$ cat src/rtl/adc_scan_sequencer.sv
// Steps the analog mux across the phototransistor channels, converts each one,
// and publishes the darkest channel of every scan frame as the packed goalie word.
module adc_scan_sequencer #(
    parameter int NUM_CH         = 8,
    parameter int SETTLE_CYCLES  = 16,
    parameter int TIMEOUT_CYCLES = 255,
    parameter int THRESHOLD      = 120
) (
    input  logic        CLK100MHZ,
    input  logic        reset_n,
    input  logic        enable,
    input  logic [7:0]  adc_data,
    input  logic        adc_valid,
    output logic [2:0]  mux_addr,
    output logic        adc_start,
    output logic        sample_valid,
    output logic [7:0]  sample_data,
    output logic [2:0]  sample_addr,
    output logic        frame_valid,
    output logic [7:0]  min_val,
    output logic [2:0]  min_addr,
    output logic [31:0] output_goalie,
    output logic        timeout_err,
    output logic        busy
);

    localparam int SW = (SETTLE_CYCLES > 1) ? $clog2(SETTLE_CYCLES) : 1;
    localparam int TW = (TIMEOUT_CYCLES > 1) ? $clog2(TIMEOUT_CYCLES) : 1;
    localparam logic [SW-1:0] SETTLE_LAST  = SW'(SETTLE_CYCLES - 1);
    localparam logic [TW-1:0] TIMEOUT_LAST = TW'(TIMEOUT_CYCLES - 1);
    localparam logic [2:0]    LAST_CH      = 3'(NUM_CH - 1);
    localparam logic [7:0]    THRESH       = 8'(THRESHOLD);

    typedef enum logic [2:0] {
        S_IDLE    = 3'd0,
        S_SETTLE  = 3'd1,
        S_CONVERT = 3'd2,
        S_WAIT    = 3'd3,
        S_DONE    = 3'd4
    } state_t;

    state_t          state_r, next_state_s;
    logic [SW-1:0]   settle_cnt_r;
    logic [TW-1:0]   wait_cnt_r;
    logic [2:0]      mux_addr_r, run_addr_r, upd_addr_s, sample_addr_r, min_addr_r;
    logic [7:0]      run_min_r, upd_min_s, sample_s, sample_data_r, min_val_r;
    logic [31:0]     goalie_r;
    logic            accept_s, lost_s, step_s;
    logic            adc_start_r, sample_valid_r, frame_valid_r, timeout_err_r, busy_r;

    // Next-state decode; a real adc_valid always beats a coincident timeout
    always_comb begin
        next_state_s = state_r;
        accept_s     = 1'b0;
        lost_s       = 1'b0;
        case (state_r)
            S_IDLE: begin
                if (enable) begin
                    next_state_s = S_SETTLE;
                end else begin
                    next_state_s = S_IDLE;
                end
            end
            S_SETTLE: begin
                if (settle_cnt_r == SETTLE_LAST) begin
                    next_state_s = S_CONVERT;
                end else begin
                    next_state_s = S_SETTLE;
                end
            end
            S_CONVERT: next_state_s = S_WAIT;
            S_WAIT: begin
                if (adc_valid) begin
                    accept_s = 1'b1;
                end else if (wait_cnt_r == TIMEOUT_LAST) begin
                    lost_s = 1'b1;
                end else begin
                    accept_s = 1'b0;
                end
                if (accept_s || lost_s) begin
                    next_state_s = (mux_addr_r == LAST_CH) ? S_DONE : S_SETTLE;
                end else begin
                    next_state_s = S_WAIT;
                end
            end
            S_DONE: begin
                if (enable) begin
                    next_state_s = S_SETTLE;
                end else begin
                    next_state_s = S_IDLE;
                end
            end
            default: next_state_s = S_IDLE;
        endcase
    end

    // Running-minimum update; strict compare keeps the lowest channel on ties
    always_comb begin
        step_s     = accept_s | lost_s;
        sample_s   = lost_s ? 8'hFF : adc_data;
        upd_min_s  = run_min_r;
        upd_addr_s = run_addr_r;
        if (step_s && (sample_s < run_min_r)) begin
            upd_min_s  = sample_s;
            upd_addr_s = mux_addr_r;
        end else begin
            upd_min_s  = run_min_r;
            upd_addr_s = run_addr_r;
        end
    end

    // State register
    always_ff @(posedge CLK100MHZ or negedge reset_n) begin
        if (!reset_n) begin
            state_r <= S_IDLE;
        end else begin
            state_r <= next_state_s;
        end
    end

    // Counters, running minimum and registered outputs
    always_ff @(posedge CLK100MHZ or negedge reset_n) begin
        if (!reset_n) begin
            settle_cnt_r   <= '0;
            wait_cnt_r     <= '0;
            mux_addr_r     <= 3'd0;
            run_min_r      <= 8'hFF;
            run_addr_r     <= 3'd0;
            adc_start_r    <= 1'b0;
            sample_valid_r <= 1'b0;
            sample_data_r  <= 8'd0;
            sample_addr_r  <= 3'd0;
            frame_valid_r  <= 1'b0;
            min_val_r      <= 8'hFF;
            min_addr_r     <= 3'd0;
            goalie_r       <= 32'd0;
            timeout_err_r  <= 1'b0;
            busy_r         <= 1'b0;
        end else begin
            settle_cnt_r   <= (state_r == S_SETTLE) ? settle_cnt_r + SW'(1'b1) : '0;
            wait_cnt_r     <= (state_r == S_WAIT) ? wait_cnt_r + TW'(1'b1) : '0;
            adc_start_r    <= (next_state_s == S_CONVERT);
            busy_r         <= (next_state_s != S_IDLE);
            sample_valid_r <= step_s;
            frame_valid_r  <= step_s && (next_state_s == S_DONE);
            if (lost_s) begin
                timeout_err_r <= 1'b1;
            end
            if (step_s) begin
                sample_data_r <= sample_s;
                sample_addr_r <= mux_addr_r;
            end
            if ((state_r == S_IDLE) || (state_r == S_DONE)) begin
                run_min_r  <= 8'hFF;
                run_addr_r <= 3'd0;
            end else if (step_s) begin
                run_min_r  <= upd_min_s;
                run_addr_r <= upd_addr_s;
            end
            if (state_r == S_DONE) begin
                mux_addr_r <= 3'd0;
            end else if (step_s && (mux_addr_r != LAST_CH)) begin
                mux_addr_r <= mux_addr_r + 3'd1;
            end
            // Publish on the last channel so the results are valid during DONE
            if (step_s && (next_state_s == S_DONE)) begin
                min_val_r  <= upd_min_s;
                min_addr_r <= upd_addr_s;
                goalie_r   <= {28'd0, upd_addr_s, (upd_min_s < THRESH)};
            end
        end
    end

    assign mux_addr      = mux_addr_r;
    assign adc_start     = adc_start_r;
    assign sample_valid  = sample_valid_r;
    assign sample_data   = sample_data_r;
    assign sample_addr   = sample_addr_r;
    assign frame_valid   = frame_valid_r;
    assign min_val       = min_val_r;
    assign min_addr      = min_addr_r;
    assign output_goalie = goalie_r;
    assign timeout_err   = timeout_err_r;
    assign busy          = busy_r;

endmodule

$ cat config.mk
export PLATFORM = sky130hd
export DESIGN_NAME = adc_scan_sequencer
export DESIGN_NICKNAME = d
export VERILOG_FILES = /design/src/rtl/adc_scan_sequencer.sv
export SDC_FILE = /design/constraint.sdc
export NUM_CORES = 1
export LEC_CHECK = 0
export BUFFER_PORTS_ARGS = -buffer_cell sky130_fd_sc_hd__buf_2
export CORE_MARGIN = 2
export CORE_UTILIZATION = 45
export CTS_BUF_LIST = sky130_fd_sc_hd__clkbuf_8
export CTS_CLUSTER_DIAMETER = 200
export CTS_CLUSTER_SIZE = 30
export DETAILED_ROUTE_END_ITERATION = 10
export PLACE_DENSITY = 0.73
export SLEW_MARGIN = 20
export SYNTH_ARGS = -nofsm -noshare
export SYNTH_HDL_FRONTEND = slang
export SYNTH_SLANG_ARGS = --single-unit
export TNS_END_PERCENT = 10
$ cat constraint.sdc
create_clock -name CLK100MHZ -period 4.75 [get_ports CLK100MHZ]
set_input_delay 0.7125 -clock CLK100MHZ [delete_from_list [all_inputs] [get_ports CLK100MHZ]]
set_output_delay 0.7125 -clock CLK100MHZ [all_outputs]
set_load 0.02 [all_outputs]
==> out/qor.yml <==
clock_path_buffers: 2
peakVddDrop_mv: 0.240
via_per_inst: 5.21
ys_warn_count: 0
initial_core_util: 0.459
drc_errors: 0
ant_nets: 0
io_buffers: 45
dp_hpwl_um: 4460
synth_cells: 299
grt_overflow: 0
timing.hold.ws_ns: 0.253
hold_viol: 0
setup_tns_ns: 0
layout_common_cells: "buf_2 (45), dfrtp_1 (41), conb_1 (28), nor2_1 (27), inv_1 (23)"
crit_path_cell_trace: "nand3b_1 -> nor4_4 -> nor2_1 -> inv_1 -> ha_1 -> a211oi_1 -> o21ai_0 -> o211a_1 -> nor3_4 -> a22oi_1"
h-tree-depth: 3
cp.arrival_ns: 3.71
clock_sinks: 57
layout_commonest_cell: "buf_2"
drtIter0Drc: 193
cts_setup_buffers: 0
p_leak_nw: 1.69
numCtsBuffers: 9
grt_pass1_wl_um: 10300
critPathMaxStageDelay_ns: 0.61
layout-drive-gt1-share: 0.282
drv_slew: 0
maxCapViolations: 0
cts_resized: 0
dieWidth_um: 86.6
status: "complete, no violations"
n_antenna_cell: 0
clkTransAtPathRegs_ns: 0.07
grt_max_degree: 44
cpLargestDelayFamily: "simple AND/OR/NAND/NOR gates"
dp.cells: 411
period_share: 0.729
wl_um: 6200
fin_nets: 366
fmax_ghz: 0.289
critPathMaxFanout: 12
critPathCaptureType: "register"
root_buffer: "clkbuf_8"
cpMaxStageDelayCell: "nor4_4"
criticalPathCategory: "register to register"
die_y_um: 86.6
finClkSkew_ns: 0.00923
antenna_found_initial: 0
synth-seq-area-share: 0.472
postCtsHoldBufs: 0
place_congestion: 0.845
async_flop_share: 1.00
grt_pass1_vias: 2174
final_cells: 427
insertion_delay_ns: 0.34
cts_tree: "done"
ys_ff_latch: 57
grt_use_total: 0.178
core_um2: 6680
dieArea_um2: 7490
power_density_nw_per_um2: 483
firstDrtPassIters: 4
max_slew.worst_pin.slew_ns: 0.767
min_path_type: "primary input to asynchronous set/reset pin"
num_vias: 2226
synth-edff-count: 0
rows: 30
rsz0062_at_grt: "no"
avgSynthCellArea_um2: 10.3
syn_area_um2: 3070
pin_count: 74
wl_per_cell_um: 14.5
startpoint_type: "register"
synth_ff_type: "dfrtp_1"
finalSetupViolCount: 0
worstPathRequired_ns: 5.00
synth.distinct_cells: 53
max_slew_margin: 0.487
critical_path_buf_inv_count: 1
period_needed_ns: 3.46
areaGrowthSynthToFinish_pct: 11.3
==> Yosys cell counts (2+ instances only) <==
cell type / instances / share of area
buf_6: 2 / 0.0073
a31oi_1: 12 / 0.024
o21a_1: 3 / 0.0073
dfstp_2: 16 / 0.14
mux2_2: 3 / 0.011
o21bai_1: 2 / 0.0049
xnor2_1: 3 / 0.0086
nand3_1: 6 / 0.0098
nor3_2: 2 / 0.0065
or3_1: 2 / 0.0041
a22oi_1: 6 / 0.015
buf_4: 34 / 0.083
nor2_1: 27 / 0.033
nand2_1: 17 / 0.021
clkbuf_1: 5 / 0.0061
dfrtp_1: 41 / 0.33
nand4_1: 6 / 0.012
a41o_1: 6 / 0.020
o31ai_1: 3 / 0.0073
o21ai_0: 11 / 0.018
o21ai_1: 10 / 0.016
nand3b_1: 5 / 0.012
o41ai_1: 2 / 0.0057
mux2i_1: 2 / 0.0065
buf_2: 2 / 0.0033
nor3b_1: 2 / 0.0049
xor2_1: 4 / 0.011
inv_1: 22 / 0.027
ha_1: 12 / 0.049
a21oi_1: 7 / 0.011
o211ai_1: 2 / 0.0049
==> sequential cells by signal, indices dropped and copies added, names as in the netlist <==
name           count
timeout_err        1
busy               1
frame_valid        1
state_r            3
run_min_r          8
wait_cnt_r         8
min_addr           3
run_addr_r         3
sample_valid       1
mux_addr           3
min_val            8
sample_data        8
output_goalie      1
sample_addr        3
settle_cnt_r       4
adc_start          1
==> final timing paths <==
kind,slack (ns),start,cells after the start,end
setup reg to reg,1.29,state_r[2]$_DFF_PN0_,10,run_min_r[3]$_DFFE_PN1P_
min in group CLK100MHZ,0.46,min_val[0]$_DFFE_PN1P_,2,min_val[0]$_DFFE_PN1P_
max in group asynchronous,3.64,reset_n,2,run_min_r[2]$_DFFE_PN1P_
setup / recovery,1.29,state_r[2]$_DFF_PN0_,10,run_min_r[3]$_DFFE_PN1P_
hold / removal,0.25,reset_n,1,settle_cnt_r[0]$_DFF_PN0_
hold reg to reg,0.46,min_val[0]$_DFFE_PN1P_,2,min_val[0]$_DFFE_PN1P_
==> cell type report <==
cell class                      instances  area, um^2
Fill cell                             622        3270
Sequential cell                        57        1450
Multi-Input combinational cell        203        1340
Timing Repair Buffer                   48         248
Clock buffer                           10         138
Tap cell                               80         100
Inverter                               23        86.3
Clock inverter                          6        58.8
==> routing by layer <==
metal	global-route usage	share of wire
met5	0	0
met4	0.0909	0.022
met3	0.0371	0.047
met2	0.257	0.45
met1	0.253	0.48
==> cells by family after synthesis <==
family	share of synthesized area
flops	0.472
compound gates	0.172
other cells	0.00122
xor+xnor	0.0200
fa+ha+maj	0.0490
mux	0.0175
buf+inv	0.128
simple gates	0.141
==> power by group <==
part | internal, mW | total (mW) | switching [mW]
sequential | 0.616 | 0.702 | 0.0854
clock | 0.252 | 0.449 | 0.196
combinational | 0.185 | 0.499 | 0.314
==> worst reg2reg max path, delay by kind of cell (launching register included) <==
kind | cells | cell delay (ns)
adders and majority gates | 1 | 0.24
DFF | 1 | 0.46
and+or+nand+nor | 4 | 1.74
buffers and inverters | 1 | 0.09
AOI/OAI and AO/OA | 4 | 0.82
==> per-stage QoR <==
step | instance area (um^2) | power, mW | util | setup slack [ns]
after floorplan | 3170 | 1.07 | - | 1.95
after global placement | 3210 | 1.20 | 0.480 | 1.56
after detailed placement | 3210 | 1.21 | 0.480 | 1.36
after CTS | 3410 | 1.66 | 0.510 | 1.32
after global routing | 3410 | 1.75 | 0.511 | 0.942
final | 3410 | 1.65 | 0.511 | 1.29
Note: power is estimated with default switching activity, not from simulation.
